===== src/rtl/bcd_timer_pkg.sv =====
// Shared types and constants for the BCD up/down timer.
package bcd_timer_pkg;

  typedef enum logic [1:0] {
    IDLE  = 2'd0,
    RUN   = 2'd1,
    PAUSE = 2'd2,
    DONE  = 2'd3
  } state_t;

  localparam int         NUM_DIGITS_DEFAULT = 4;
  localparam logic [3:0] BCD_MAX            = 4'd9;

  // Clamp an arbitrary nibble into the legal BCD range.
  function automatic logic [3:0] bcd_sat(input logic [3:0] d);
    if (d > BCD_MAX) begin
      return BCD_MAX;
    end else begin
      return d;
    end
  endfunction

endpackage


===== src/rtl/bcd_timer_if.sv =====
// Control/status bundle between the timer and its controller.
interface bcd_timer_if
  import bcd_timer_pkg::*;
#(
  parameter int NUM_DIGITS = NUM_DIGITS_DEFAULT
);

  logic                    tick;
  logic                    start;
  logic                    stop;
  logic                    clear;
  logic                    load_en;
  logic [4*NUM_DIGITS-1:0] load_value;
  logic                    count_down;
  logic [4*NUM_DIGITS-1:0] digits;
  logic                    running;
  logic                    done;
  logic                    wrap;

  modport master (
    output tick, start, stop, clear, load_en, load_value, count_down,
    input  digits, running, done, wrap
  );

  modport slave (
    input  tick, start, stop, clear, load_en, load_value, count_down,
    output digits, running, done, wrap
  );

endinterface


===== src/rtl/bcd_digit.sv =====
// One BCD digit of the counter chain; carry_out doubles as borrow_out when dir=1.
module bcd_digit
  import bcd_timer_pkg::*;
(
  input  logic       clk,
  input  logic       reset,
  input  logic       en,
  input  logic       dir,
  input  logic       load,
  input  logic [3:0] load_d,
  input  logic       clr,
  input  logic       carry_in,
  output logic       carry_out,
  output logic [3:0] q
);

  logic [3:0] q_r;
  logic [3:0] q_next_s;
  logic       at_limit_s;

  // Next digit value: clear beats load beats a rippled step.
  always_comb begin
    at_limit_s = dir ? (q_r == 4'd0) : (q_r == BCD_MAX);
    q_next_s   = q_r;
    if (clr) begin
      q_next_s = 4'd0;
    end else if (load) begin
      q_next_s = bcd_sat(load_d);
    end else if (en && carry_in) begin
      if (dir) begin
        q_next_s = at_limit_s ? BCD_MAX : (q_r - 4'd1);
      end else begin
        q_next_s = at_limit_s ? 4'd0 : (q_r + 4'd1);
      end
    end else begin
      q_next_s = q_r;
    end
  end

  always_ff @(posedge clk) begin
    if (reset) begin
      q_r <= 4'd0;
    end else begin
      q_r <= q_next_s;
    end
  end

  assign carry_out = carry_in && at_limit_s;
  assign q         = q_r;

endmodule


===== src/rtl/bcd_timer.sv =====
// Packed-BCD start/stop timer: control FSM plus a rippled chain of bcd_digit cells.
module bcd_timer
  import bcd_timer_pkg::*;
#(
  parameter int NUM_DIGITS = NUM_DIGITS_DEFAULT
)(
  input  logic       clk_in,
  input  logic       reset,
  bcd_timer_if.slave bus
);

  localparam int            W   = 4 * NUM_DIGITS;
  localparam logic [W-1:0]  ONE = {{(W-1){1'b0}}, 1'b1};

  state_t          state_r;
  state_t          state_next_s;
  logic            step_s;
  logic            clr_s;
  logic            load_s;
  logic            done_next_s;
  logic            wrap_next_s;
  logic            done_r;
  logic            wrap_r;
  logic            running_r;
  logic [NUM_DIGITS:0] carry_s;
  logic [W-1:0]    digits_s;
  logic            limit_s;

  // The chain's final carry means "all nines" counting up and "all zeros" counting down.
  assign carry_s[0] = 1'b1;
  assign limit_s    = carry_s[NUM_DIGITS];

  // Control priority: clear > load_en > stop > start > tick.
  always_comb begin
    state_next_s = state_r;
    step_s       = 1'b0;
    clr_s        = 1'b0;
    load_s       = 1'b0;
    done_next_s  = 1'b0;
    wrap_next_s  = 1'b0;
    if (bus.clear) begin
      clr_s        = 1'b1;
      state_next_s = IDLE;
    end else if (bus.load_en) begin
      load_s       = 1'b1;
      state_next_s = (state_r == DONE) ? IDLE : state_r;
    end else if (bus.stop) begin
      state_next_s = (state_r == RUN) ? PAUSE : state_r;
    end else if (bus.start && ((state_r == IDLE) || (state_r == PAUSE))) begin
      state_next_s = RUN;
    end else if (bus.tick && (state_r == RUN)) begin
      if (bus.count_down) begin
        if (limit_s) begin
          // Already at zero: finish without underflowing.
          state_next_s = DONE;
          done_next_s  = 1'b1;
        end else if (digits_s == ONE) begin
          step_s       = 1'b1;
          state_next_s = DONE;
          done_next_s  = 1'b1;
        end else begin
          step_s       = 1'b1;
        end
      end else begin
        step_s      = 1'b1;
        wrap_next_s = limit_s;
      end
    end else begin
      state_next_s = state_r;
    end
  end

  always_ff @(posedge clk_in) begin
    if (reset) begin
      state_r   <= IDLE;
      done_r    <= 1'b0;
      wrap_r    <= 1'b0;
      running_r <= 1'b0;
    end else begin
      state_r   <= state_next_s;
      done_r    <= done_next_s;
      wrap_r    <= wrap_next_s;
      running_r <= (state_next_s == RUN);
    end
  end

  for (genvar i = 0; i < NUM_DIGITS; i++) begin : g_digit
    bcd_digit u_digit (
      .clk       (clk_in),
      .reset     (reset),
      .en        (step_s),
      .dir       (bus.count_down),
      .load      (load_s),
      .load_d    (bus.load_value[4*i +: 4]),
      .clr       (clr_s),
      .carry_in  (carry_s[i]),
      .carry_out (carry_s[i+1]),
      .q         (digits_s[4*i +: 4])
    );
  end

  assign bus.digits  = digits_s;
  assign bus.running = running_r;
  assign bus.done    = done_r;
  assign bus.wrap    = wrap_r;

endmodule


===== src/flat_wrapper.sv =====
// flat-port wrapper written by rule: the top's interface ports become plain ports
module bcd_timer_flat import bcd_timer_pkg::*;
#(
  parameter int NUM_DIGITS = NUM_DIGITS_DEFAULT
)
  (clk_in, reset, bus_tick, bus_start, bus_stop, bus_clear, bus_load_en, bus_load_value, bus_count_down, bus_digits, bus_running, bus_done, bus_wrap);
  bcd_timer_if #(.NUM_DIGITS(NUM_DIGITS)) bus_i ();
  input  logic clk_in;
  input  logic reset;
  input wire logic [$bits(bus_i.tick)-1:0] bus_tick;
  input wire logic [$bits(bus_i.start)-1:0] bus_start;
  input wire logic [$bits(bus_i.stop)-1:0] bus_stop;
  input wire logic [$bits(bus_i.clear)-1:0] bus_clear;
  input wire logic [$bits(bus_i.load_en)-1:0] bus_load_en;
  input wire logic [$bits(bus_i.load_value)-1:0] bus_load_value;
  input wire logic [$bits(bus_i.count_down)-1:0] bus_count_down;
  output wire logic [$bits(bus_i.digits)-1:0] bus_digits;
  output wire logic [$bits(bus_i.running)-1:0] bus_running;
  output wire logic [$bits(bus_i.done)-1:0] bus_done;
  output wire logic [$bits(bus_i.wrap)-1:0] bus_wrap;
  assign bus_i.tick = bus_tick;
  assign bus_i.start = bus_start;
  assign bus_i.stop = bus_stop;
  assign bus_i.clear = bus_clear;
  assign bus_i.load_en = bus_load_en;
  assign bus_i.load_value = bus_load_value;
  assign bus_i.count_down = bus_count_down;
  assign bus_digits = bus_i.digits;
  assign bus_running = bus_i.running;
  assign bus_done = bus_i.done;
  assign bus_wrap = bus_i.wrap;
  bcd_timer #(.NUM_DIGITS(NUM_DIGITS)) u_core (.clk_in(clk_in), .reset(reset), .bus(bus_i));
endmodule

===== config.mk =====
export PLATFORM = sky130hd
export DESIGN_NAME = bcd_timer_flat
export DESIGN_NICKNAME = d
export VERILOG_FILES = /design/src/rtl/bcd_timer_pkg.sv /design/src/rtl/bcd_timer_if.sv /design/src/rtl/bcd_digit.sv /design/src/rtl/bcd_timer.sv /design/src/flat_wrapper.sv
export SDC_FILE = /design/constraint.sdc
export NUM_CORES = 1
export LEC_CHECK = 0
export CAP_MARGIN = 5
export CORE_ASPECT_RATIO = 1.75
export CORE_MARGIN = 4
export CORE_UTILIZATION = 45
export DETAILED_ROUTE_END_ITERATION = 8
export GPL_ROUTABILITY_DRIVEN = 0
export PLACE_DENSITY = 0.81
export SYNTH_ARGS = -nofsm -noshare
export SYNTH_HDL_FRONTEND = slang
export SYNTH_SLANG_ARGS = --single-unit

===== constraint.sdc =====
create_clock -name clk_in -period 4.1 [get_ports clk_in]
set_input_delay 0.615 -clock clk_in [delete_from_list [all_inputs] [get_ports clk_in]]
set_output_delay 0.615 -clock clk_in [all_outputs]
set_load 0.02 [all_outputs]

==> out/qor.yml <==
pwr:
  power_switching_share_pct: 30.8
  p_int_uw: 347
  pwr_density_cell_nw_per_um2: 202
  p_switching_uw: 155
  leakagePower_uw: 0.000919
  p_seq_share_pct: 44.1
  peakVddDrop_mv: 0.128
  clock_power_share_pct: 27.8
  pwr-share-comb_pct: 28.1
clock_network:
  hold_buffers: 0
  root_buffer: "clkbuf_8"
  cts.clk_slew.worst_paths_ns: 0.08
  cts_buffer_depth: 2
  insertion_delay_ns: 0.27
  cts_sinks: 21
  post-cts-setup-buffers: 0
  cts_resized: 0
  numCtsBuffers: 3
  cts_max_level: 1
  cts_tree: "built"
cells_and_area:
  multiInputGateArea_sq_um: 1460
  layout.cells.non_filler: 328
  fin_area_sq_um: 2480
  drive_gt1_share_pct: 8.96
  n_fill_cell: 395
  n_antenna_cell: 0
  syn2layout_area_growth_pct: 24.1
  nets: 319
  seq_area_sq_um: 420
placement:
  hpwl_mm: 3.85
  dpl_cell_area_sq_um: 2430
  dpl.cell_count: 324
  port_buffers: 42
  pre_cts_slack_ns: 0.962
timing:
  rsz0062_at_grt: "no"
  max_freq_ghz: 0.346
  drv_slew: 0
  setup-tns-final_ns: 0
  slew_headroom_pct: 44.0
  setup_ws_ns: 1.21
  min_period_ns: 2.89
  worstMarginPinSlew_ns: 0.840
  setup_violations: 0
  fin_worst_skew_ns: 0.00226
  hold_viol_final: 0
  fin_crit_sh_pct: 70.4
synth:
  ys_async_sr_fraction_pct: 0
  syn-mean-instance-area_sq_um: 8.19
  synth.net_count: 283
  synth_seq_area_share_pct: 21.0
  ys.flop_type: "dfxtp_1"
  ys_seq_elements: 21
  yosys_warnings: 0
  syn-cell-area_sq_um: 2000
  synth.distinct_cells: 65
  synth_edf_count: 0
  netlist_instances: 244
drt:
  postRouteAntennaNets: 0
  avgRoutedWirePerCell_microns: 15.3
  drt_iter0_drc: 58
  drt-pass1-iter-count: 4
  vias: 1985
  via_per_inst: 6.05
  drc: 0
  routed_wl_mm: 5.02
floorplanning:
  dieArea_sq_um: 5610
  ios: 43
  rows: 31
  chipWidth_microns: 58.4
  die_h_microns: 96.2
  initial_core_util_pct: 47.3
  core_sq_um: 4230
worst_setup_path:
  reg2reg_depth: 6
  crit_path_end: "u_core.g_digit[1].u_digit.q[0]"
  end_kind: "register"
  path_max_fanout: 18
  startpoint: "bus_count_down"
  required_ns: 4.30
  r2r_end: "u_core.g_digit[3].u_digit.q[0]"
  start_kind: "primary input"
  critPathArrivalTime_ns: 3.09
  worst-r2r-setup-slack_ns: 1.76
  crit_type: "primary input to register"
  r2r_start: "u_core.g_digit[2].u_digit.q[0]"
global_routing:
  track_usage_pct: 18.8
  grt_pass1_vias: 1943
  antenna_found_initial: 0
  overflow: 0
  grt_pass1_wl_mm: 8.37
  grt_max_degree: 22
min_path:
  hp-class: "register to register"
run:
  cap_violations: 0
run_status:
  outcome: "finished, final reports clean"
power groups by stage:
stage               sequential, uW  clock (uW)  combinational [uW]
global placement               226           0                 139
global route                   223         150                 156
floorplan                      227           0                84.6
detailed placement             226           0                 141
CTS                            221         144                 142
finish                         221         139                 141
registers in the layout (all words and copies together) (netlist names):
register                  flops
u_core.state_r                2
u_core.bus.running            1
u_core.bus.done               1
u_core.bus.wrap               1
u_core.g_digit.u_digit.q     16
stage by stage:
stage	hold slack, ns	utilization [%]	power (uW)
floorplan	0.505	-	311
global placement	0.548	57.6	365
detailed placement	0.581	57.6	367
CTS	0.591	58.7	506
global route	0.614	58.7	529
finish	0.579	58.7	502
cell usage after synthesis, types with 2 or more instances:
| library cell | instances | area (sq um) |
|---|---|---|
| a311oi_1 | 2 | 17.5 |
| inv_1 | 12 | 45.0 |
| o211a_1 | 2 | 20.0 |
| and2_1 | 3 | 18.8 |
| o311ai_0 | 2 | 17.5 |
| buf_2 | 4 | 20.0 |
| dfxtp_1 | 21 | 420 |
| o31ai_1 | 3 | 22.5 |
| o21ai_1 | 2 | 10.0 |
| nor2b_1 | 5 | 31.3 |
| or2_2 | 2 | 12.5 |
| mux2i_1 | 8 | 80.1 |
| a21oi_1 | 16 | 80.1 |
| nand2b_1 | 10 | 62.6 |
| a211oi_1 | 4 | 30.0 |
| o31a_1 | 2 | 17.5 |
| a31oi_1 | 4 | 25.0 |
| nand3b_1 | 5 | 37.5 |
| a32oi_1 | 3 | 26.3 |
| a221oi_1 | 2 | 17.5 |
| and3_1 | 4 | 25.0 |
| nand3_1 | 7 | 35.0 |
| ha_1 | 15 | 188 |
| o21ai_0 | 11 | 55.1 |
| clkbuf_1 | 8 | 30.0 |
| a22oi_1 | 2 | 15.0 |
| and4bb_2 | 3 | 37.5 |
| nor3b_1 | 3 | 22.5 |
| nor2_1 | 19 | 71.3 |
| o21a_1 | 3 | 22.5 |
| xor2_1 | 4 | 35.0 |
| nor3_1 | 5 | 25.0 |
| nor4bb_1 | 2 | 20.0 |
| nand2_1 | 15 | 56.3 |
layout by cell type, fill, tap and decap left out, types with 4 or more instances in the layout:
| master | Yosys | layout |
|---|---|---|
| ha_1 | 15 | 15 |
| a21oi_1 | 16 | 16 |
| a31oi_1 | 4 | 4 |
| xor2_1 | 4 | 4 |
| mux2i_1 | 8 | 8 |
| a211oi_1 | 4 | 4 |
| o21ai_0 | 11 | 11 |
| nor3_1 | 5 | 5 |
| nor2b_1 | 5 | 5 |
| inv_1 | 12 | 12 |
| clkdlybuf4s50_1 | 0 | 42 |
| dfxtp_1 | 21 | 21 |
| nand2b_1 | 10 | 10 |
| and3_1 | 4 | 4 |
| nand3_1 | 7 | 7 |
| nand3b_1 | 5 | 5 |
| nand2_1 | 15 | 15 |
| nor2_1 | 19 | 19 |
worst min path at each step:
stage	start	endpoint	slack, ns	cells past startpoint
floorplan	u_core.state_r[0]	u_core.state_r[0]	0.50	2
global placement	u_core.state_r[0]	u_core.state_r[0]	0.55	2
detailed placement	u_core.state_r[0]	u_core.state_r[0]	0.58	2
CTS	u_core.state_r[0]	u_core.state_r[0]	0.59	2
global route	u_core.g_digit[1].u_digit.q[1]	u_core.g_digit[1].u_digit.q[1]	0.61	2
finish	u_core.state_r[0]	u_core.state_r[0]	0.58	2
logic make-up after synthesis:
group,share of synthesized area [%]
buffers and inverters,5.70
adders and majority gates,9.39
DFF,21.0
AOI/OAI and AO/OA,26.9
and+or+nand+nor,29.6
muxes,5.70
xor gates and xnor gates,1.75
per-layer routing:
| layer | share of wire [%] | vias to the layer above | GRT usage, % |
|---|---|---|---|
| li1 | - | 985 | - |
| met1 | 39 | 922 | 20.1 |
| met2 | 53 | 58 | 35.3 |
| met3 | 4.5 | 20 | 1.74 |
| met4 | 3.6 | 0 | 9.86 |
| met5 | 0 | - | 0 |
critical path: stages:
cell             delay, ns
clkdlybuf4s50_1       0.94
buf_4                 0.29
nand4bb_1             0.19
a2111oi_4             0.46
a211oi_2              0.21
nand2b_1              0.23
a21oi_1               0.15
final cells by class:
type                    instances  share of cell area [%]
multi-input cells             197                    59.0
flip-flops and latches         21                    17.0
well taps                      49                    2.47
inverters                      12                    1.82
clock inverters                 1                   0.202
clock buffers                   3                    1.66
repair buffers                 45                    17.9
(Power assumes the default switching activity.)
